## config.mk

```make
export PLATFORM = sky130hd
export DESIGN_NAME = cr_prng_sequencer_flat
export DESIGN_NICKNAME = d
export VERILOG_FILES = /design/src/rtl/cr_prng_sequencer_if.sv /design/src/rtl/cr_prng_sequencer.sv /design/src/flat_wrapper.sv
export SDC_FILE = /design/constraint.sdc
export NUM_CORES = 2
export LEC_CHECK = 0
export ABC_AREA = 1
export BUFFER_PORTS_ARGS = -buffer_cell sky130_fd_sc_hd__buf_2
export CAP_MARGIN = 20
export CORE_ASPECT_RATIO = 0.8
export CORE_MARGIN = 3
export CORE_UTILIZATION = 40
export DETAILED_ROUTE_END_ITERATION = 8
export GPL_TIMING_DRIVEN = 0
export SYNTH_ARGS = -nofsm -noshare
export SYNTH_HDL_FRONTEND = slang
export SYNTH_SLANG_ARGS = --single-unit
```

## constraint.sdc

```tcl
create_clock -name CLK -period 13.76 [get_ports CLK]
set_clock_uncertainty 0.15 [all_clocks]
set_input_delay 2.064 -clock CLK [delete_from_list [all_inputs] [get_ports CLK]]
set_output_delay 2.064 -clock CLK [all_outputs]
set_load 0.02 [all_outputs]
```

## src/rtl/cr_prng_sequencer_if.sv

```systemverilog
`default_nettype none
// ============================================================================
// Module  : cr_prng_sequencer_if
// Brief   : Controller, PRNG and consumer-stream signals of the CR PRNG sequencer
// Revision: 1.0 - initial release
// ============================================================================
interface cr_prng_sequencer_if #(
    parameter int CNT_W = 32
);
    typedef logic [CNT_W-1:0] cr_cnt_t;

    logic         start;
    cr_cnt_t      cnt_base;
    cr_cnt_t      num_blocks;
    logic [6:0]   prefix_in;
    logic         busy;
    logic         done;
    logic         ovf_err;

    logic [6:0]   prng_prefix;
    cr_cnt_t      prng_cnt;
    logic         prng_drdy;
    logic         prng_dvld;
    logic [255:0] prng_dout;

    logic [255:0] rnd_data;
    logic         rnd_vld;
    logic         rnd_rdy;

    modport slave (
        input  start, cnt_base, num_blocks, prefix_in, prng_dvld, prng_dout, rnd_rdy,
        output busy, done, ovf_err, prng_prefix, prng_cnt, prng_drdy, rnd_data, rnd_vld
    );

    modport master (
        output start, cnt_base, num_blocks, prefix_in, prng_dvld, prng_dout, rnd_rdy,
        input  busy, done, ovf_err, prng_prefix, prng_cnt, prng_drdy, rnd_data, rnd_vld
    );
endinterface
`default_nettype wire

```

## src/rtl/cr_prng_sequencer.sv

```systemverilog
`default_nettype none
// ============================================================================
// Module  : cr_prng_sequencer
// Brief   : Issues credit-limited counter requests to the AES-CTR PRNG and buffers
//           the 256-bit results in an output FIFO on a valid/ready stream.
// Revision: 1.0 - initial release
// ============================================================================
module cr_prng_sequencer #(
    parameter int FIFO_DEPTH   = 16,
    parameter int MAX_INFLIGHT = 16,
    parameter int CNT_W        = 32
) (
    input  logic              CLK,
    input  logic              RST,
    cr_prng_sequencer_if.slave bus
);
    localparam int c_aw  = $clog2(FIFO_DEPTH);
    localparam int c_cw  = $clog2(FIFO_DEPTH + 1);
    localparam int c_iw  = $clog2(MAX_INFLIGHT + 1);
    localparam int c_ow  = $clog2(FIFO_DEPTH + MAX_INFLIGHT + 1);

    typedef enum logic [1:0] {
        S_IDLE  = 2'd0,
        S_ISSUE = 2'd1,
        S_WAIT  = 2'd2,
        S_DONE  = 2'd3
    } state_t;

    state_t             r_state;
    logic [CNT_W-1:0]   r_cnt_base;
    logic [CNT_W-1:0]   r_num;
    logic [CNT_W-1:0]   r_issued;
    logic [CNT_W-1:0]   r_received;
    logic [6:0]         r_prefix;
    logic [c_iw-1:0]    r_inflight;
    logic [c_cw-1:0]    r_count;
    logic [c_aw-1:0]    r_wptr;
    logic [c_aw-1:0]    r_rptr;
    logic               r_busy;
    logic               r_done;
    logic               r_ovf;
    logic [255:0]       r_mem [FIFO_DEPTH];

    logic [c_ow-1:0]    w_occupancy;
    logic               w_drdy;
    logic               w_pop;
    logic               w_push;
    logic               w_full;
    logic               w_stray;
    logic               w_ret;
    logic               w_drained;

    // Every slot is either already in the FIFO or reserved by a request in flight.
    assign w_occupancy = c_ow'(r_count) + c_ow'(r_inflight);
    assign w_drdy      = (r_state == S_ISSUE) && (r_issued < r_num)
                       && (w_occupancy < c_ow'(FIFO_DEPTH))
                       && (r_inflight < c_iw'(MAX_INFLIGHT));
    assign w_pop       = (r_count != '0) && bus.rnd_rdy;
    assign w_full      = (r_count == c_cw'(FIFO_DEPTH));
    assign w_stray     = bus.prng_dvld && (r_inflight == '0);
    assign w_ret       = bus.prng_dvld && !w_stray;
    assign w_push      = w_ret && (!w_full || w_pop);
    assign w_drained   = (r_count == '0) || ((r_count == c_cw'(1)) && w_pop && !w_push);

    always_ff @(posedge CLK) begin
        if (w_push) begin
            r_mem[r_wptr] <= bus.prng_dout;
        end
    end

    always_ff @(posedge CLK or posedge RST) begin
        if (RST) begin
            r_state    <= S_IDLE;
            r_cnt_base <= '0;
            r_num      <= '0;
            r_issued   <= '0;
            r_received <= '0;
            r_prefix   <= '0;
            r_inflight <= '0;
            r_count    <= '0;
            r_wptr     <= '0;
            r_rptr     <= '0;
            r_busy     <= 1'b0;
            r_done     <= 1'b0;
            r_ovf      <= 1'b0;
        end else begin
            if (w_push) r_wptr <= r_wptr + c_aw'(1);
            if (w_pop)  r_rptr <= r_rptr + c_aw'(1);
            if (w_push && !w_pop)      r_count <= r_count + c_cw'(1);
            else if (!w_push && w_pop) r_count <= r_count - c_cw'(1);

            if (w_drdy && !w_ret)      r_inflight <= r_inflight + c_iw'(1);
            else if (!w_drdy && w_ret) r_inflight <= r_inflight - c_iw'(1);

            if (w_drdy) r_issued   <= r_issued + CNT_W'(1);
            if (w_ret)  r_received <= r_received + CNT_W'(1);

            // Results that arrive with nothing outstanding belong to an abandoned job.
            if (w_stray || (bus.prng_dvld && w_full && !w_pop)) r_ovf <= 1'b1;

            case (r_state)
                S_IDLE: begin
                    if (bus.start) begin
                        r_cnt_base <= bus.cnt_base;
                        r_num      <= bus.num_blocks;
                        r_prefix   <= bus.prefix_in;
                        r_issued   <= '0;
                        r_received <= '0;
                        r_busy     <= 1'b1;
                        if (bus.num_blocks == '0) begin
                            r_state <= S_DONE;
                            r_done  <= 1'b1;
                        end else begin
                            r_state <= S_ISSUE;
                        end
                    end
                end
                S_ISSUE: begin
                    if (w_drdy && (r_issued + CNT_W'(1) == r_num)) r_state <= S_WAIT;
                end
                S_WAIT: begin
                    if ((r_received == r_num) && w_drained) begin
                        r_state <= S_DONE;
                        r_done  <= 1'b1;
                    end
                end
                default: begin
                    r_state <= S_IDLE;
                    r_done  <= 1'b0;
                    r_busy  <= 1'b0;
                end
            endcase
        end
    end

    assign bus.prng_prefix = r_prefix;
    assign bus.prng_cnt    = r_cnt_base + r_issued;
    assign bus.prng_drdy   = w_drdy;
    assign bus.rnd_vld     = (r_count != '0);
    assign bus.rnd_data    = (r_count != '0) ? r_mem[r_rptr] : '0;
    assign bus.busy        = r_busy;
    assign bus.done        = r_done;
    assign bus.ovf_err     = r_ovf;
endmodule
`default_nettype wire

```

## src/flat_wrapper.sv

```systemverilog
// flat-port wrapper written by rule: the top's interface ports become plain ports
module cr_prng_sequencer_flat 
#(
    parameter int FIFO_DEPTH   = 16,
    parameter int MAX_INFLIGHT = 16,
    parameter int CNT_W        = 32
)
  (CLK, RST, bus_start, bus_cnt_base, bus_num_blocks, bus_prefix_in, bus_prng_dvld, bus_prng_dout, bus_rnd_rdy, bus_busy, bus_done, bus_ovf_err, bus_prng_prefix, bus_prng_cnt, bus_prng_drdy, bus_rnd_data, bus_rnd_vld);
  cr_prng_sequencer_if #(.CNT_W(CNT_W)) bus_i ();
  input  logic CLK;
  input  logic RST;
  input wire logic [$bits(bus_i.start)-1:0] bus_start;
  input wire logic [$bits(bus_i.cnt_base)-1:0] bus_cnt_base;
  input wire logic [$bits(bus_i.num_blocks)-1:0] bus_num_blocks;
  input wire logic [$bits(bus_i.prefix_in)-1:0] bus_prefix_in;
  input wire logic [$bits(bus_i.prng_dvld)-1:0] bus_prng_dvld;
  input wire logic [$bits(bus_i.prng_dout)-1:0] bus_prng_dout;
  input wire logic [$bits(bus_i.rnd_rdy)-1:0] bus_rnd_rdy;
  output wire logic [$bits(bus_i.busy)-1:0] bus_busy;
  output wire logic [$bits(bus_i.done)-1:0] bus_done;
  output wire logic [$bits(bus_i.ovf_err)-1:0] bus_ovf_err;
  output wire logic [$bits(bus_i.prng_prefix)-1:0] bus_prng_prefix;
  output wire logic [$bits(bus_i.prng_cnt)-1:0] bus_prng_cnt;
  output wire logic [$bits(bus_i.prng_drdy)-1:0] bus_prng_drdy;
  output wire logic [$bits(bus_i.rnd_data)-1:0] bus_rnd_data;
  output wire logic [$bits(bus_i.rnd_vld)-1:0] bus_rnd_vld;
  assign bus_i.start = bus_start;
  assign bus_i.cnt_base = bus_cnt_base;
  assign bus_i.num_blocks = bus_num_blocks;
  assign bus_i.prefix_in = bus_prefix_in;
  assign bus_i.prng_dvld = bus_prng_dvld;
  assign bus_i.prng_dout = bus_prng_dout;
  assign bus_i.rnd_rdy = bus_rnd_rdy;
  assign bus_busy = bus_i.busy;
  assign bus_done = bus_i.done;
  assign bus_ovf_err = bus_i.ovf_err;
  assign bus_prng_prefix = bus_i.prng_prefix;
  assign bus_prng_cnt = bus_i.prng_cnt;
  assign bus_prng_drdy = bus_i.prng_drdy;
  assign bus_rnd_data = bus_i.rnd_data;
  assign bus_rnd_vld = bus_i.rnd_vld;
  cr_prng_sequencer #(.FIFO_DEPTH(FIFO_DEPTH), .MAX_INFLIGHT(MAX_INFLIGHT), .CNT_W(CNT_W)) u_core (.CLK(CLK), .RST(RST), .bus(bus_i));
endmodule
```

==> results.json <==
{
  "status": "completed",
  "async_reset_ff_share_pct": 3.71,
  "crit_family": "buffers and inverters",
  "reg2reg_depth": 19,
  "timing.fmax_mhz": 128,
  "fin_nets": 14300,
  "die_area_mm2": 0.431,
  "ys.flop_type": "edfxtp_1",
  "p_seq_share_pct": 34.4,
  "cpMaxStageDelayCell": "clkbuf_1",
  "switchingPower_w": 0.0203,
  "synth_cell_types": 48,
  "dr_total_vias": 120000,
  "syn2layout_area_growth_pct": 16.8,
  "synthesis.area_mm2": 0.169,
  "drt_iter0_drc": 18300,
  "grt_setup_unrepaired": "false",
  "avgSynthCellArea_um2": 13.4,
  "grt_max_degree": 99,
  "cts_setup_buffers": 0,
  "r2r_slack_ns": 8.91,
  "r2r_start": "u_core.r_num[31]",
  "seq_area_mm2": 0.127,
  "path_max_fanout": 10,
  "clk_latency_ns": 1.01,
  "pin_count": 632,
  "antenna_found_initial": 139,
  "cts.sinks": 4254,
  "overflow": 0,
  "layout_common_cells": "4,096 x edfxtp_1, 2,192 x nor2_1, 2,136 x o21ai_0, 833 x o221ai_1, 817 x buf_2",
  "postSynthCellCount": 12600,
  "swShare_pct": 43.6,
  "cts-htree-levels": 5,
  "path_buf_inv": 7,
  "dr.pass1.iters": 6,
  "final_common_cell": "edfxtp_1",
  "root_buffer": "clkbuf_16",
  "place_congestion": 0.910,
  "p_int_w": 0.0263,
  "worst_ep_required_time_ns": 11.55,
  "synth_nets": 13000,
  "ys_warn_count": 0,
  "cts-hold-fix-buffers": 0,
  "drc": 0,
  "totalPowerFinal_w": 0.0466,
  "grt_pass1_vias": 111000,
  "yosysSeqAreaShare_pct": 75.1,
  "totalWireLength_um": 629000,
  "synth.largest_area_cell": "edfxtp_1",
  "fin_util_pct": 47.2,
  "slew_headroom_pct": 14.4,
  "core_mm2": 0.419,
  "p_leak_nw": 64.2,
  "worstSetupEndpointType": "primary output",
  "cpMostUsedCell": "buf_2",
  "tightest_slew_ns": 1.28,
  "crit_chain": "buf_2 > buf_4 > clkinv_1 > buf_2 > buf_2 > clkbuf_1 > o21ai_0 > o221ai_1 > o211ai_1 > a21oi_1 > buf_2",
  "slew_violations": 0,
  "initial_core_util_pct": 40.4,
  "synth-edff-count": 4096,
  "p_clk_share_pct": 23.3,
  "critPathArrivalTime_ns": 5.62,
  "power_density_mw_per_mm2": 236,
  "post-route-min-period_ns": 7.84,
  "worstSetupStartpoint": "u_core.r_rptr[0]",
  "grt_util_all_layers_pct": 28.2,
  "worst-setup-path-type": "reg2out",
  "synth_top_area_share_pct": 72.7,
  "hp-class": "reg2reg",
  "cts_inserted_buffers": 408,
  "clk_path_buf_depth": 4,
  "grt_pass1_wl_um": 867000,
  "clkSlewWorstSetupHoldPaths_ns": 0.06,
  "post_drt_wl_per_cell_um": 31.7,
  "finalSetupViolations": 0,
  "period_share_pct": 56.9,
  "fin_area_mm2": 0.197,
  "power_frac_comb_pct": 42.3,
  "die_y_um": 588,
  "start_kind": "flip-flop",
  "peakVddDrop_uv": 207,
  "regToRegEndpoint": "u_core.r_inflight[4]",
  "place_hpwl_um": 431000,
  "max_cap_viol_count": 0,
  "hold_violations": 0,
  "fp.dieW_um": 733,
  "worstSetupEndpoint": "bus_rnd_data[218]",
  "dpl-instance-area_mm2": 0.185,
  "max_stage_delay_ns": 1.01,
  "ant_nets": 0,
  "cp_num_cells": 11,
  "cts_resized": 0,
  "synth.area.top_cells": "edfxtp_1 73%, o21ai_0 6.3%, nor2_1 4.9%",
  "nFillCells": 36800,
  "cts_tree": "done",
  "multi_input_area_mm2": 0.0378,
  "avgViaCountPerCell": 6.04,
  "drive_gt1_share_pct": 12.1,
  "ys_seq_elements": 4254,
  "placementRows": 212,
  "port-buffer-count": 631
}
-- layer usage --
| layer | up-vias | routed length, um | track usage, % |
|---|---|---|---|
| met5 | - | 310 | 0 |
| met4 | 50 | 32800 | 13.6 |
| met3 | 1239 | 80900 | 7.71 |
| met2 | 8222 | 272000 | 41.2 |
| met1 | 59900 | 243000 | 39.0 |
| li1 | 50600 | - | - |
-- area by class of cell --
type / count / share of cell area [%]
sequential: 4254 / 64.3
multi-input combinational: 7200 / 19.1
clock buffer: 512 / 5.42
timing repair buffer: 888 / 4.30
tap: 5564 / 3.52
buffer: 913 / 1.91
clock inverter: 213 / 0.906
inverter: 214 / 0.411
antenna: 92 / 0.117
-- how the worst min path moves through the flow --
stage                               from                   endpoint  slack [ns]  cells past startpoint
2_1_floorplan       u_core.r_cnt_base[0]       u_core.r_cnt_base[0]        0.30                      2
3_5_place_dp          u_core.bus.ovf_err         u_core.bus.ovf_err        0.31                      1
5_1_grt        u_core.bus.prng_prefix[4]  u_core.bus.prng_prefix[4]        0.34                      2
6_report              u_core.bus.ovf_err         u_core.bus.ovf_err        0.32                      1
3_3_place_gp          u_core.bus.ovf_err         u_core.bus.ovf_err        0.29                      1
4_1_cts        u_core.bus.prng_prefix[4]  u_core.bus.prng_prefix[4]        0.33                      2
-- sequential cells by signal, summed over array words and instances (netlist names) --
name / cells
u_core.bus.busy: 1
u_core.bus.done: 1
u_core.bus.ovf_err: 1
u_core.bus.prng_prefix: 7
u_core.r_cnt_base: 32
u_core.r_count: 5
u_core.r_inflight: 5
u_core.r_issued: 32
u_core.r_mem: 4096
u_core.r_num: 32
u_core.r_received: 32
u_core.r_rptr: 4
u_core.r_state: 2
u_core.r_wptr: 4
-- cells by family (layout without fill, tap and decap cells) --
| logic type | Yosys count | count (layout) | synth area share (%) |
|---|---|---|---|
| and+or+nand+nor | 3271 | 3271 | 7.74 |
| DFF | 4254 | 4254 | 75.1 |
| other | 0 | 92 | 0 |
| xor gates and xnor gates | 70 | 70 | 0.363 |
| adders and majority gates | 88 | 88 | 0.660 |
| buffers and inverters | 1127 | 2740 | 2.66 |
| AOI/OAI and AO/OA | 3771 | 3771 | 13.5 |
-- power by group through the flow --
stage	combinational [W]	sequential, W	clock, W
floorplan	0.00952	0.0167	0
global placement	0.0185	0.0176	0
detailed placement	0.0192	0.0163	0
CTS	0.0193	0.0160	0.0109
global route	0.0206	0.0161	0.0114
finish	0.0197	0.0160	0.0109
-- Yosys cell counts, drive strengths merged, types with 20 or more instances --
master,instances
xor2,39
nand3,433
buf,217
edfxtp,4096
ha,86
nand2,561
inv,209
o211ai,196
clkbuf,696
dfrtp,158
o22ai,195
a21oi,362
o21ai,2137
o221ai,833
xnor2,31
nor3,20
nor2,2221
-- stage by stage --
step	worst slack (ns)	hold WS, ns	setup TNS [ns]	std cells
finish	5.92	0.318	0	19900
global route	5.88	0.344	0	19800
CTS	6.16	0.326	0	19800
detailed placement	7.30	0.313	0	19000
global placement	-16.00	0.286	-	18800
floorplan	-0.476	0.303	-1857.75	12600
Power figures use the tool's default switching activity.
